File: config.mk
export PLATFORM = sky130hd
export DESIGN_NAME = tlc_phase_sched
export DESIGN_NICKNAME = d
export VERILOG_FILES = /design/src/rtl/tlc_pkg.sv /design/src/rtl/tlc_rr_pick.sv /design/src/rtl/tlc_phase_sched.sv
export SDC_FILE = /design/constraint.sdc
export NUM_CORES = 1
export LEC_CHECK = 0
export CAP_MARGIN = 10
export CORE_ASPECT_RATIO = 1.2
export CORE_MARGIN = 5
export CORE_UTILIZATION = 60
export DETAILED_ROUTE_END_ITERATION = 8
export PLACE_DENSITY = 0.81
export SLEW_MARGIN = 20
export SYNTH_ARGS = -nofsm -noshare
export SYNTH_HDL_FRONTEND = slang
export SYNTH_SLANG_ARGS = --single-unit
File: constraint.sdc
create_clock -name clk -period 4.2 [get_ports clk]
set_input_delay 0.63 -clock clk [delete_from_list [all_inputs] [get_ports clk]]
set_output_delay 0.63 -clock clk [all_outputs]
set_load 0.03 [all_outputs]
File: src/rtl/tlc_pkg.sv
// Shared types and constants for the four-approach traffic phase scheduler.
//   state_e     : scheduler phase (IDLE, GREEN, YELLOW, ALLRED)
//   NUM_APP     : number of approaches
//   LT_*        : 3-bit per-approach lamp codes
//   app_onehot  : approach id to one-hot approach mask
package tlc_pkg;

  localparam int unsigned NUM_APP = 4;
  localparam int unsigned ID_W    = 2;
  localparam int unsigned LT_W    = 3;
  localparam int unsigned TMR_W   = 8;

  localparam logic [LT_W-1:0] LT_GREEN = 3'b001;
  localparam logic [LT_W-1:0] LT_YEL   = 3'b010;
  localparam logic [LT_W-1:0] LT_RED   = 3'b100;

  typedef enum logic [1:0] {
    ST_IDLE   = 2'd0,
    ST_GREEN  = 2'd1,
    ST_YEL    = 2'd2,
    ST_ALLRED = 2'd3
  } state_e;

  // One-hot mask selecting a single approach.
  function automatic logic [NUM_APP-1:0] app_onehot(input logic [ID_W-1:0] id);
    app_onehot = NUM_APP'(1) << id;
  endfunction

endpackage

File: src/rtl/tlc_rr_pick.sv
// Round-robin picker: first set bit of mask_i searching upward from ptr_i+1,
// wrapping modulo NUM_APP; ptr_i itself has the lowest priority.
//   mask_i  : candidate approaches
//   ptr_i   : last round-robin winner
//   valid_o : any candidate present
//   id_o    : winning approach (0 when valid_o=0)
module tlc_rr_pick
  import tlc_pkg::*;
(
  input  logic [NUM_APP-1:0] mask_i,
  input  logic [ID_W-1:0]    ptr_i,
  output logic               valid_o,
  output logic [ID_W-1:0]    id_o
);

  logic [ID_W-1:0] cand;

  // Scan farthest-first so the nearest candidate after ptr_i is the last write.
  always_comb begin
    valid_o = 1'b0;
    id_o    = '0;
    cand    = '0;
    for (int unsigned k = NUM_APP; k >= 1; k--) begin
      cand = ptr_i + ID_W'(k);
      if (mask_i[cand]) begin
        valid_o = 1'b1;
        id_o    = cand;
      end
    end
  end

endmodule

File: src/rtl/tlc_phase_sched.sv
// Four-approach traffic signal phase scheduler with round-robin service.
// Phases: IDLE (all red) -> GREEN -> YELLOW -> ALLRED -> GREEN/IDLE.
// Optional feature macro: TLC_PREEMPT_EN adds a priority preemption request.
// Ports:
//   clk, rst_n            : clock, asynchronous active-low reset
//   ena                   : tick enable; nothing advances while low
//   req[3:0]              : per-approach vehicle sensor (level or pulse)
//   preempt_vld/_id       : (TLC_PREEMPT_EN only) preemption request
//   lights[11:0]          : 3-bit lamp code per approach, approach i at [3i+2:3i]
//   grant_id[1:0]         : approach in green or yellow, 0 otherwise
//   busy                  : high in GREEN, YELLOW or ALLRED
module tlc_phase_sched
  import tlc_pkg::*;
#(
  parameter int unsigned GREEN_MIN = 4,
  parameter int unsigned GREEN_MAX = 8,
  parameter int unsigned YEL_TICKS = 2,
  parameter int unsigned CLR_TICKS = 1
) (
  input  logic                    clk,
  input  logic                    rst_n,
  input  logic                    ena,
  input  logic [NUM_APP-1:0]      req,
`ifdef TLC_PREEMPT_EN
  input  logic                    preempt_vld,
  input  logic [ID_W-1:0]         preempt_id,
`endif
  output logic [LT_W*NUM_APP-1:0] lights,
  output logic [ID_W-1:0]         grant_id,
  output logic                    busy
);

  state_e                  state_q, state_d;
  logic [TMR_W-1:0]        timer_q, timer_d;
  logic [NUM_APP-1:0]      pending_q, pending_d;
  logic [ID_W-1:0]         ptr_q, ptr_d;
  logic [ID_W-1:0]         grant_q, grant_d;
  logic [LT_W*NUM_APP-1:0] lights_q, lights_d;
  logic                    busy_q, busy_d;

  logic                    pre_vld;
  logic [ID_W-1:0]         pre_id;
  logic                    rr_vld;
  logic [ID_W-1:0]         rr_id;
  logic [NUM_APP-1:0]      green_mask;
  logic [NUM_APP-1:0]      enter_mask;
  logic                    start_green;
  logic                    other_wait;
  logic                    min_done;

`ifdef TLC_PREEMPT_EN
  assign pre_vld = preempt_vld;
  assign pre_id  = preempt_id;
`else
  assign pre_vld = 1'b0;
  assign pre_id  = '0;
`endif

  // Requests seen on this edge count as pending for arbitration.
  tlc_rr_pick u_rr_pick (
    .mask_i  (pending_q | req),
    .ptr_i   (ptr_q),
    .valid_o (rr_vld),
    .id_o    (rr_id)
  );

  assign green_mask = (state_q == ST_GREEN) ? app_onehot(grant_q) : '0;
  assign other_wait = |((pending_q | req) & ~green_mask);
  // GREEN_MAX is a ceiling on the minimum-green hold; with GREEN_MAX >= GREEN_MIN
  // the waiting-approach change always happens by GREEN_MIN.
  assign min_done   = (timer_q >= TMR_W'(GREEN_MIN)) || (timer_q >= TMR_W'(GREEN_MAX));

  // Next-state, timer, arbitration and pending bookkeeping.
  always_comb begin
    state_d     = state_q;
    timer_d     = timer_q;
    pending_d   = pending_q;
    ptr_d       = ptr_q;
    grant_d     = grant_q;
    start_green = 1'b0;
    enter_mask  = '0;

    if (ena) begin
      unique case (state_q)
        ST_IDLE: begin
          start_green = pre_vld || rr_vld;
        end
        ST_GREEN: begin
          if (pre_vld && (pre_id != grant_q)) begin
            state_d = ST_YEL;
            timer_d = TMR_W'(1);
          end else if (!pre_vld && other_wait && min_done) begin
            state_d = ST_YEL;
            timer_d = TMR_W'(1);
          end else if (timer_q != '1) begin
            timer_d = timer_q + TMR_W'(1);
          end
        end
        ST_YEL: begin
          if (timer_q == TMR_W'(YEL_TICKS)) begin
            state_d = ST_ALLRED;
            timer_d = TMR_W'(1);
            grant_d = '0;
          end else begin
            timer_d = timer_q + TMR_W'(1);
          end
        end
        ST_ALLRED: begin
          if (timer_q == TMR_W'(CLR_TICKS)) begin
            if (pre_vld || rr_vld) begin
              start_green = 1'b1;
            end else begin
              state_d = ST_IDLE;
              timer_d = '0;
            end
          end else begin
            timer_d = timer_q + TMR_W'(1);
          end
        end
        default: begin
          state_d = ST_IDLE;
          timer_d = '0;
          grant_d = '0;
        end
      endcase

      // Preemption overrides round-robin and leaves the pointer untouched.
      if (start_green) begin
        state_d = ST_GREEN;
        timer_d = TMR_W'(1);
        if (pre_vld) begin
          grant_d = pre_id;
        end else begin
          grant_d = rr_id;
          ptr_d   = rr_id;
        end
        enter_mask = app_onehot(grant_d);
      end

      pending_d = (pending_q | (req & ~green_mask)) & ~enter_mask;
    end
  end

  // Output decode from next state so lamps are registered.
  always_comb begin
    lights_d = '0;
    for (int unsigned i = 0; i < NUM_APP; i++) begin
      lights_d[LT_W*i +: LT_W] = LT_RED;
      if (grant_d == ID_W'(i)) begin
        if (state_d == ST_GREEN) begin
          lights_d[LT_W*i +: LT_W] = LT_GREEN;
        end else if (state_d == ST_YEL) begin
          lights_d[LT_W*i +: LT_W] = LT_YEL;
        end
      end
    end
    busy_d = (state_d != ST_IDLE);
  end

  always_ff @(posedge clk or negedge rst_n) begin
    if (!rst_n) begin
      state_q   <= ST_IDLE;
      timer_q   <= '0;
      pending_q <= '0;
      ptr_q     <= ID_W'(NUM_APP - 1);
      grant_q   <= '0;
      lights_q  <= {NUM_APP{LT_RED}};
      busy_q    <= 1'b0;
    end else begin
      state_q   <= state_d;
      timer_q   <= timer_d;
      pending_q <= pending_d;
      ptr_q     <= ptr_d;
      grant_q   <= grant_d;
      lights_q  <= lights_d;
      busy_q    <= busy_d;
    end
  end

  assign lights   = lights_q;
  assign grant_id = grant_q;
  assign busy     = busy_q;

endmodule

* Word level (Yosys, flattened, before mapping)
Index checks and enable logic that the tools add are counted.
Widths: inputs -> output; s select.
** Word-level totals
- Output and inout port bits :: 15
- Logic and storage cells :: 97
- Bits in registers :: 31
** Cells by class
- Magnitude comparators :: 6
- $add $sub $neg :: 4
- Bitwise gates (word level) :: 7
- Reduce and logical (&&, ||, !) cells :: 9
- Shifts and indexed selects :: 2
- Mux-type cells :: 49
- Eq/ne operators :: 13
** Operators with widths (count)
- $mux 8 :: 6
- $mux 2 :: 16
- $pmux 8 s3 :: 1
- $mux 3 :: 6
- $and 4x4->4 :: 3
- $lt 2x3->1 const B :: 4
- $mux 4 :: 3
- $mux 1 :: 11
- $eq 2x2->1 const B :: 5
- $add 8x1->8 const B :: 1
- $bmux 1 s2 :: 4
- $eq 8x1->1 const B :: 1
- $eq 8x2->1 const B :: 1
- $ge 8x3->1 const B :: 1
- $ge 8x4->1 const B :: 1
- $ne 8x8->1 const B :: 1
- $not 4->4 :: 2
- $or 4x4->4 :: 2
- $shl 1x2->4 const A :: 2
- $eq 2x1->1 const B :: 3
- $pmux 2 s3 :: 1
- $add 2x2->2 const B :: 2
- $logic_not 2->1 :: 2
- $ne 4x1->1 const B :: 1
- 10 further kinds :: 10

* Logic depth before layout (Yosys ltp)
Gate-level depths: netlist of run 1.
- Depth in word-level cells :: 18
- Mapped depth :: 11
- Mapped depth without buffers :: 10

* Cells and area by module
A second synthesis of run 1 with hierarchy kept.
** Unflattened totals
- Cell total of the unflattened synthesis :: 181
- Area, all modules :: 1930.6 um^2
** Modules (own cells, without submodules)
- tlc_phase_sched :: cells an instance 167, area each 1839.3 um^2, seq. area each 783.3 um^2, instances 1
- tlc_rr_pick :: cells an instance 14, area each 91.3 um^2, seq. area each 0.0 um^2, instances 1

* Least setup slack after synthesis of run 1
OpenSTA, ideal clock, no wires.
- Kind :: flip-flop to flip-flop
- From :: register state_q[0]
- To :: register lights_q[11], in the netlist lights[11]
- Data arrival time :: 2.397 ns
- Path slack :: 1.712 ns
- Stages on the path, launching flop included :: 11
- Required time :: 4.109 ns
- Period minus slack after synthesis :: 2.488 ns
- Setup time :: 0.091 ns
- Path through :: dfrtp_1 -> ha_1 -> buf_4 -> nand3b_1 -> a21boi_1 -> o221ai_2 -> nand2_1 -> a2111oi_0 -> o21ai_0 -> ha_1 -> nand3_1
** On the way
- Word-level cells in the longest chain between the ends :: 14
- Elaborated cells between the ends (all ways) :: 27
** RTL lines
- start, declared :: RTL line tlc_phase_sched.sv:33 : state_e state_q, state_d;
- start signal, assigned :: RTL line tlc_phase_sched.sv:170 : state_q <= state_d;
- $eq 2x1->1 :: RTL line tlc_phase_sched.sv:67, tlc_phase_sched.sv:84
- $mux 4 :: RTL line tlc_phase_sched.sv:67 : assign green_mask = (state_q == ST_GREEN) ? app_onehot(grant_q) : '0;
- $not 4->4 :: RTL line tlc_phase_sched.sv:68 : assign other_wait = |((pending_q | req) & ~green_mask);
- $and 4x4->4 :: RTL line tlc_phase_sched.sv:68
- $reduce_or 4->1 :: RTL line tlc_phase_sched.sv:68
- $logic_and 1x1->1 :: RTL line tlc_phase_sched.sv:92 : end else if (!pre_vld && other_wait && min_done) begin
- $mux 2 :: RTL line tlc_phase_sched.sv:92
- $pmux 2 s3 :: RTL line tlc_phase_sched.sv:84 : unique case (state_q)
- $mux 2 :: RTL line tlc_phase_sched.sv:128 : if (start_green) begin
- $mux 2 :: RTL line tlc_phase_sched.sv:83 : if (ena) begin
- $eq 2x2->1 :: RTL line tlc_phase_sched.sv:152 : end else if (state_d == ST_YEL) begin
- $mux 3 :: RTL line tlc_phase_sched.sv:152
- $mux 3 :: RTL line tlc_phase_sched.sv:150 : if (state_d == ST_GREEN) begin
- $mux 3 * :: RTL line tlc_phase_sched.sv:149 : if (grant_d == ID_W'(i)) begin
- named net lights_d[11] :: RTL line tlc_phase_sched.sv:38 : logic [LT_W*NUM_APP-1:0] lights_q, lights_d;
- end signal, assigned :: RTL line tlc_phase_sched.sv:167 : lights_q <= {NUM_APP{LT_RED}};
- end signal, assigned :: RTL line tlc_phase_sched.sv:175 : lights_q <= lights_d;
- end, declared :: RTL line tlc_phase_sched.sv:38
The timed path passes the listed nets; every way through them passes the cells marked *. The select of a mux whose other input is x is not followed.
A chain may end at the register's enable or synchronous reset.

* Worst setup path after layout of run 1
- From :: input req[2]
- To :: register lights_q[11], in the netlist lights[11]
** On the way
- Word-level cells in the longest chain between the ends :: 17
- Elaborated cells between the ends (all ways) :: 40
** RTL lines
- start, declared :: RTL line tlc_phase_sched.sv:23 : input logic [NUM_APP-1:0] req,
- $or 4x4->4 * :: RTL line tlc_phase_sched.sv:61, tlc_phase_sched.sv:68
- $bmux 1 s2 :: RTL line tlc_rr_pick.sv:25 : if (mask_i[cand]) begin
- $mux 1 (not written as such) :: RTL line tlc_rr_pick.sv:25
- $mux 1 (4 in series) :: RTL line tlc_rr_pick.sv:25
- $mux 1 :: RTL line tlc_phase_sched.sv:110 : if (pre_vld || rr_vld) begin
- $mux 1 :: RTL line tlc_phase_sched.sv:109 : if (timer_q == TMR_W'(CLR_TICKS)) begin
- $pmux 1 s2 :: RTL line tlc_phase_sched.sv:84
- $mux 1 :: RTL line tlc_phase_sched.sv:83
- $mux 2 :: RTL line tlc_phase_sched.sv:128
- $mux 2 :: RTL line tlc_phase_sched.sv:83
- $eq 2x2->1 :: RTL line tlc_phase_sched.sv:152
- $mux 3 :: RTL line tlc_phase_sched.sv:152
- $mux 3 :: RTL line tlc_phase_sched.sv:150
- $mux 3 * :: RTL line tlc_phase_sched.sv:149
- named net lights_d[11] :: RTL line tlc_phase_sched.sv:38
Marked as above.

==> reports/summary.txt, run 1 <==
Status = finished, final reports clean
Starting density of the core = 63.0%
First-pass GRT wire length = 7800 um
Maximum VDD drop = 0.497 mV
Req. time, crit path = 4.45 ns
Mean routed wirelength per cell = 18.1 um
Post-CTS Hold Buffers = 0
Most common cell in the synthesized netlist = dfrtp_1
Unique masters post-synth = 53
Pwr per Cell Area = 774 nW/um^2
Initial antenna violation count = 0
Routed wire length = 4500 um
Proportion of synthesized area in mux cells = 2.81%
Highest clock rate = 342 MHz
Layout fillers = 225
Detailed Place HPWL = 3330 um
Worst Setup Start Kind = primary input
Worst Path Arrival = 3.17 ns
H-tree depth = 2
Syn_area_per_cell = 10.4 um^2
Clock Tree Root = clkbuf_4
Top post-synthesis cells by area = dfrtp_1 32%, dfstp_2 8.1%, ha_1 7.0%, o31ai_2 3.8%, nor2_1 3.5%
Row count = 22
Antenna Diode Count = 0
Die X = 62.2 um
CTS resizes = 0
Io pins = 22
WS Path Type = in2reg
Pleak = 0.933 nW
Register-to-register setup slack = 1.33 ns
Final Cycle Share = 69.5%
CP delay by family, top = compound AO/OA/AOI/OAI gates
Async SR Flop Fraction = 100%
Multi-input gate area = 1110 um^2
Least-Margin Pin Slew = 0.794 ns
Share of the synthesized area in the top cell type = 31.9%
Reg area = 783 um^2
CP max stage cell = a2111oi_0
Compound-cell area share of the yosys netlist = 25.4%
Cell chain of the critical path = clkdlybuf4s50_1 -> or2_2 -> a21boi_1 -> o221ai_2 -> nand2_1 -> a2111oi_0 -> o21ai_0 -> ha_1 -> nand3_1
Clock latency on the worst-skew pair = 0.34 ns
Top FF cell, synth = dfrtp_1
Final worst path period need = 2.92 ns
Total track usage = 21.4%
Xor/xnor share of the synthesized area = 0%
Clock slew at the register clock pins of the worst setup and hold paths = 0.10 ns
Vias in the first global route = 1623
CP max stage delay = 0.57 ns
Cell accounting for the most synthesized area = dfrtp_1
Num CTS Buffers = 5
Share of cells above drive strength 1 = 18.3%
Crit path max fanout = 4
Initial DRC Count = 154
Post-Synth Simple-Gate Area = 21.5%
Clock sinks = 31
Mapped Area = 1960 um^2
Number of synthesized register bits = 31
Crit end category = flip-flop
Drt drc = 0
Post-synth EDFFs = 0
Post-synthesis adder-cell area fraction = 7.03%
GP Congestion = 0.868
Aggregate global routing overflow = 0
Die area = 4510 um^2
Via Count = 1575
Area grow syn2layout = 15.1%
Setup TNS = 0 ns
Seq/Total Area, Yosys = 40.0%
Hold_ws = 0.250 ns
Largest net degree at the start of global routing = 23
DR pass1 iterations = 5
Core area = 3110 um^2
Number of vias per cell = 6.33
Cell count after synthesis = 188
Post-CTS Setup Inserts = 0
Max-slew violations = 0
Antenna-violating nets left = 0
Buffers on Ports = 21
Commonest cells in the synthesized netlist = 25 x dfrtp_1, 18 x nor2_1, 14 x nand2_1, 11 x ha_1, 11 x inv_1
RSZ-0062 raised after global routing = false
DIE HEIGHT = 72.6 um
CTS tree = built
Hold Violations, Final = 0
Fin nets = 230
Clock skew = 0.00898 ns
Final setup vio count = 0
Main combinational cell family by area after synthesis = compound AO/OA/AOI/OAI gates
Worst hold path class = in2async
Mapped Nets = 206
Clock buffer depth = 2
Max-Cap Viols = 0
Slew margin rel. = 47.1%
Ys Warns = 0
WP buf/inv = 1
[final timing paths]
kind | startpoint | to | cells past startpoint
min reg2reg | ptr_q[0] | ptr_q[0] | 2
min in group clk | ptr_q[0] | ptr_q[0] | 2
max in group asynchronous | rst_n | lights[11] | 2
min | rst_n | timer_q[6] | 1
max reg2reg | state_q[1] | lights[11] | 10
max | req[2] | lights[11] | 9
[power breakdown]
group,total [W],switching (W),internal [W]
clock,0.000185,0.000104,0.0000810
sequential,0.000532,0.000114,0.000418
combinational,0.00103,0.000617,0.000409
total,0.00174,0.000835,0.000908
[sequential cells by signal, indices dropped and copies added (netlist names)]
register   count
timer_q        8
state_q        2
lights        12
ptr_q          2
grant_id       2
busy           1
pending_q      4
[layout by cell type, fill, tap and decap left out, types with 7 or more instances in the layout]
cell type / Yosys / routed
dfrtp_1: 25 / 25
clkdlybuf4s50_1: 0 / 20
nor2_1: 18 / 18
nand2_1: 14 / 14
inv_1: 11 / 11
ha_1: 11 / 11
nand3_1: 8 / 8
and3_1: 8 / 8
o21ai_0: 7 / 7
and2_1: 7 / 7
[stage by stage]
stage	cell area, um^2	util [%]	power, W	std cells	worst slack [ns]
4_1_cts	2260	72.6	0.00174	249	1.31
3_3_place_gp	2200	70.7	0.00152	241	1.03
6_report	2250	72.4	0.00174	249	1.28
3_5_place_dp	2200	70.7	0.00155	241	0.953
2_1_floorplan	1960	-	0.00128	188	1.71
5_1_grt	2250	72.4	0.00188	249	1.09
[layer usage]
layer | part of all wire (%) | global-route usage, % | wire length, um | up-vias
met5 | 0 | 0 | 0 | -
met4 | 1.4 | 9.16 | 64 | 0
met3 | 5.9 | 3.54 | 265 | 8
met2 | 52 | 37.1 | 2330 | 59
met1 | 41 | 26.4 | 1840 | 754
li1 | - | - | - | 754
[worst reg2reg max path, cell delays in order (launching register included)]
cell	delay, ns
dfrtp_1	0.42
inv_1	0.09
ha_1	0.28
nand3b_1	0.16
a21boi_1	0.09
o221ai_2	0.36
nand2_1	0.14
a2111oi_0	0.57
o21ai_0	0.22
ha_1	0.38
nand3_1	0.09
[cell families after synthesis]
kind of cell / after synthesis
buffers and inverters: 16
adders and majority gates: 11
and+or+nand+nor: 73
AOI/OAI and AO/OA: 54
muxes: 3
DFF: 31
[layout make-up]
class	instances	share of cell area, %
clock buffer	7	2.44
sequential	31	34.8
clock inverter	1	0.222
inverter	11	1.83
timing repair buffer	22	9.44
tap	36	2.00
multi-input combinational	141	49.3
Power figures use the tool's default switching activity.
==> run 2, diff against run 1 <==
- CORE_UTILIZATION: 60 -> 50
- PLACE_DENSITY: 0.81 -> 0.72
- clock period: 4.2 -> 2.68 ns (I/O delays scaled with it)
==> run 2 against run 1 <==
Net effect: hold slack better by 0.27 ns; combinational power up 74%; design area up 11%; cell count up 16%; clock power rose to 2.6 times the previous value; first-iteration DRC count down 25%; count of clock-buffer cells in the layout down 1; wire length up 2.3%; sequential power up 53%; worst setup slack worse by 1.1 ns; utilization down 7.9 points; register-to-register slack worse by 1.1 ns.
==> reports/summary.txt, run 2 (synthesized netlist as in run 1, its figures left out) <==
Highest-count cells in the layout ignoring fill and taps = 25 x dfrtp_1, 22 x buf_4, 21 x clkdlybuf4s50_1
Pleak = 1.06 nW
Initial antenna violation count = 0
Least-Margin Pin Slew = 0.424 ns
Core area = 3880 um^2
Starting density of the core = 50.5%
Die area = 5270 um^2
Antenna Diode Count = 0
Slew margin rel. = 71.7%
Routed wire length = 4600 um
Largest net degree at the start of global routing = 32
WP buf/inv = 2
Share of cells above drive strength 1 = 26.1%
CP delay by family, top = compound AO/OA/AOI/OAI gates
Drt drc = 0
Row count = 25
Final Cycle Share = 92.5%
Buffers on Ports = 21
Setup TNS = 0 ns
Io pins = 22
Pwr per Cell Area = 1230 nW/um^2
Highest clock rate = 403 MHz
Hold_ws = 0.520 ns
CTS tree = built
Clock Tree Root = clkbuf_8
CP max stage cell = o31ai_4
Maximum VDD drop = 0.658 mV
Final setup vio count = 0
Clock latency on the worst-skew pair = 0.28 ns
Status = finished, final reports clean
Max-Cap Viols = 0
Worst hold path class = in2async
Final worst path period need = 2.48 ns
Detailed Place HPWL = 3480 um
Antenna-violating nets left = 0
Max-slew violations = 0
Total track usage = 19.3%
GP Congestion = 0.887
Die X = 67.1 um
DIE HEIGHT = 78.6 um
First-pass GRT wire length = 7730 um
Clock skew = 0.00561 ns
WS Path Type = reg2reg
Core Util, Final = 64.5%
Clock sinks = 31
H-tree depth = 2
Area grow syn2layout = 27.8%
Worst Setup Start Kind = flip-flop
Crit end category = flip-flop
CP max stage delay = 0.44 ns
Via Count = 1643
Crit path max fanout = 9
Commonest non-fill, non-tap cell in the layout = dfrtp_1
Clock buffer depth = 2
Clock slew at the register clock pins of the worst setup and hold paths = 0.07 ns
Multi-input gate area = 1120 um^2
Number of vias per cell = 5.70
Num CTS Buffers = 5
Aggregate global routing overflow = 0
Initial DRC Count = 116
Req. time, crit path = 2.84 ns
Mean routed wirelength per cell = 16.0 um
Max reg flops = 12
Post-CTS Hold Buffers = 0
Worst Path Arrival = 2.64 ns
Vias in the first global route = 1717
Fin nets = 251
Cell chain of the critical path = inv_1 -> ha_1 -> or3b_1 -> o21ai_1 -> o221ai_2 -> buf_4 -> o31ai_4 -> nand3b_4 -> o31ai_2
Reg area = 783 um^2
Layout fillers = 326
DR pass1 iterations = 4
Hold Violations, Final = 0
## run 2: layer usage
metal | routed length, um | GRT usage (%) | part of all wire, %
met2 | 2470 | 34.4 | 54
met5 | 0 | 0 | 0
met3 | 163 | 4.43 | 3.5
met4 | 97 | 8.72 | 2.1
met1 | 1880 | 21.2 | 41
## run 2: area by class of cell
class | count | area share (%)
Multi-Input combinational cell | 141 | 44.6
Sequential cell | 31 | 31.3
Timing Repair Buffer | 43 | 15.0
Clock buffer | 6 | 3.30
Tap cell | 54 | 2.70
Inverter | 11 | 1.65
Clock inverter | 2 | 1.40
## run 2: worst paths after layout
| kind | startpoint | to | slack, ns | cells after the start |
|---|---|---|---|---|
| hold reg to reg | ptr_q[0] | ptr_q[0] | 0.52 | 2 |
| max in group asynchronous | rst_n | lights[2] | 1.83 | 2 |
| min in group clk | ptr_q[0] | ptr_q[0] | 0.52 | 2 |
| setup / recovery | state_q[1] | timer_q[5] | 0.20 | 9 |
| setup reg to reg | state_q[1] | timer_q[5] | 0.20 | 9 |
| hold / removal | rst_n | pending_q[0] | 0.52 | 2 |
## run 2: per-stage QoR
step / setup slack, ns / instance area (um^2) / total power (W) / std cells
global route: -0.0108 / 2500 / 0.00330 / 288
floorplan: 0.192 / 1960 / 0.00200 / 188
detailed placement: -0.0607 / 2370 / 0.00258 / 279
global placement: -0.0456 / 2370 / 0.00253 / 279
finish: 0.201 / 2500 / 0.00307 / 288
CTS: 0.149 / 2490 / 0.00306 / 287
## run 2: timing repair
item / CTS / global route
resized for setup: 0 / 2
setup endpoints to repair: 0 / 10
setup buffers: 0 / 1
## run 2: where the power goes
group / switching (W) / leakage (nW) / total (W) / internal, W
Clock: 0.000172 / 0.0612 / 0.000472 / 0.000300
Sequential: 0.000158 / 0.374 / 0.000813 / 0.000656
Combinational: 0.00102 / 0.627 / 0.00179 / 0.000774
Total: 0.00134 / 1.06 / 0.00307 / 0.00173
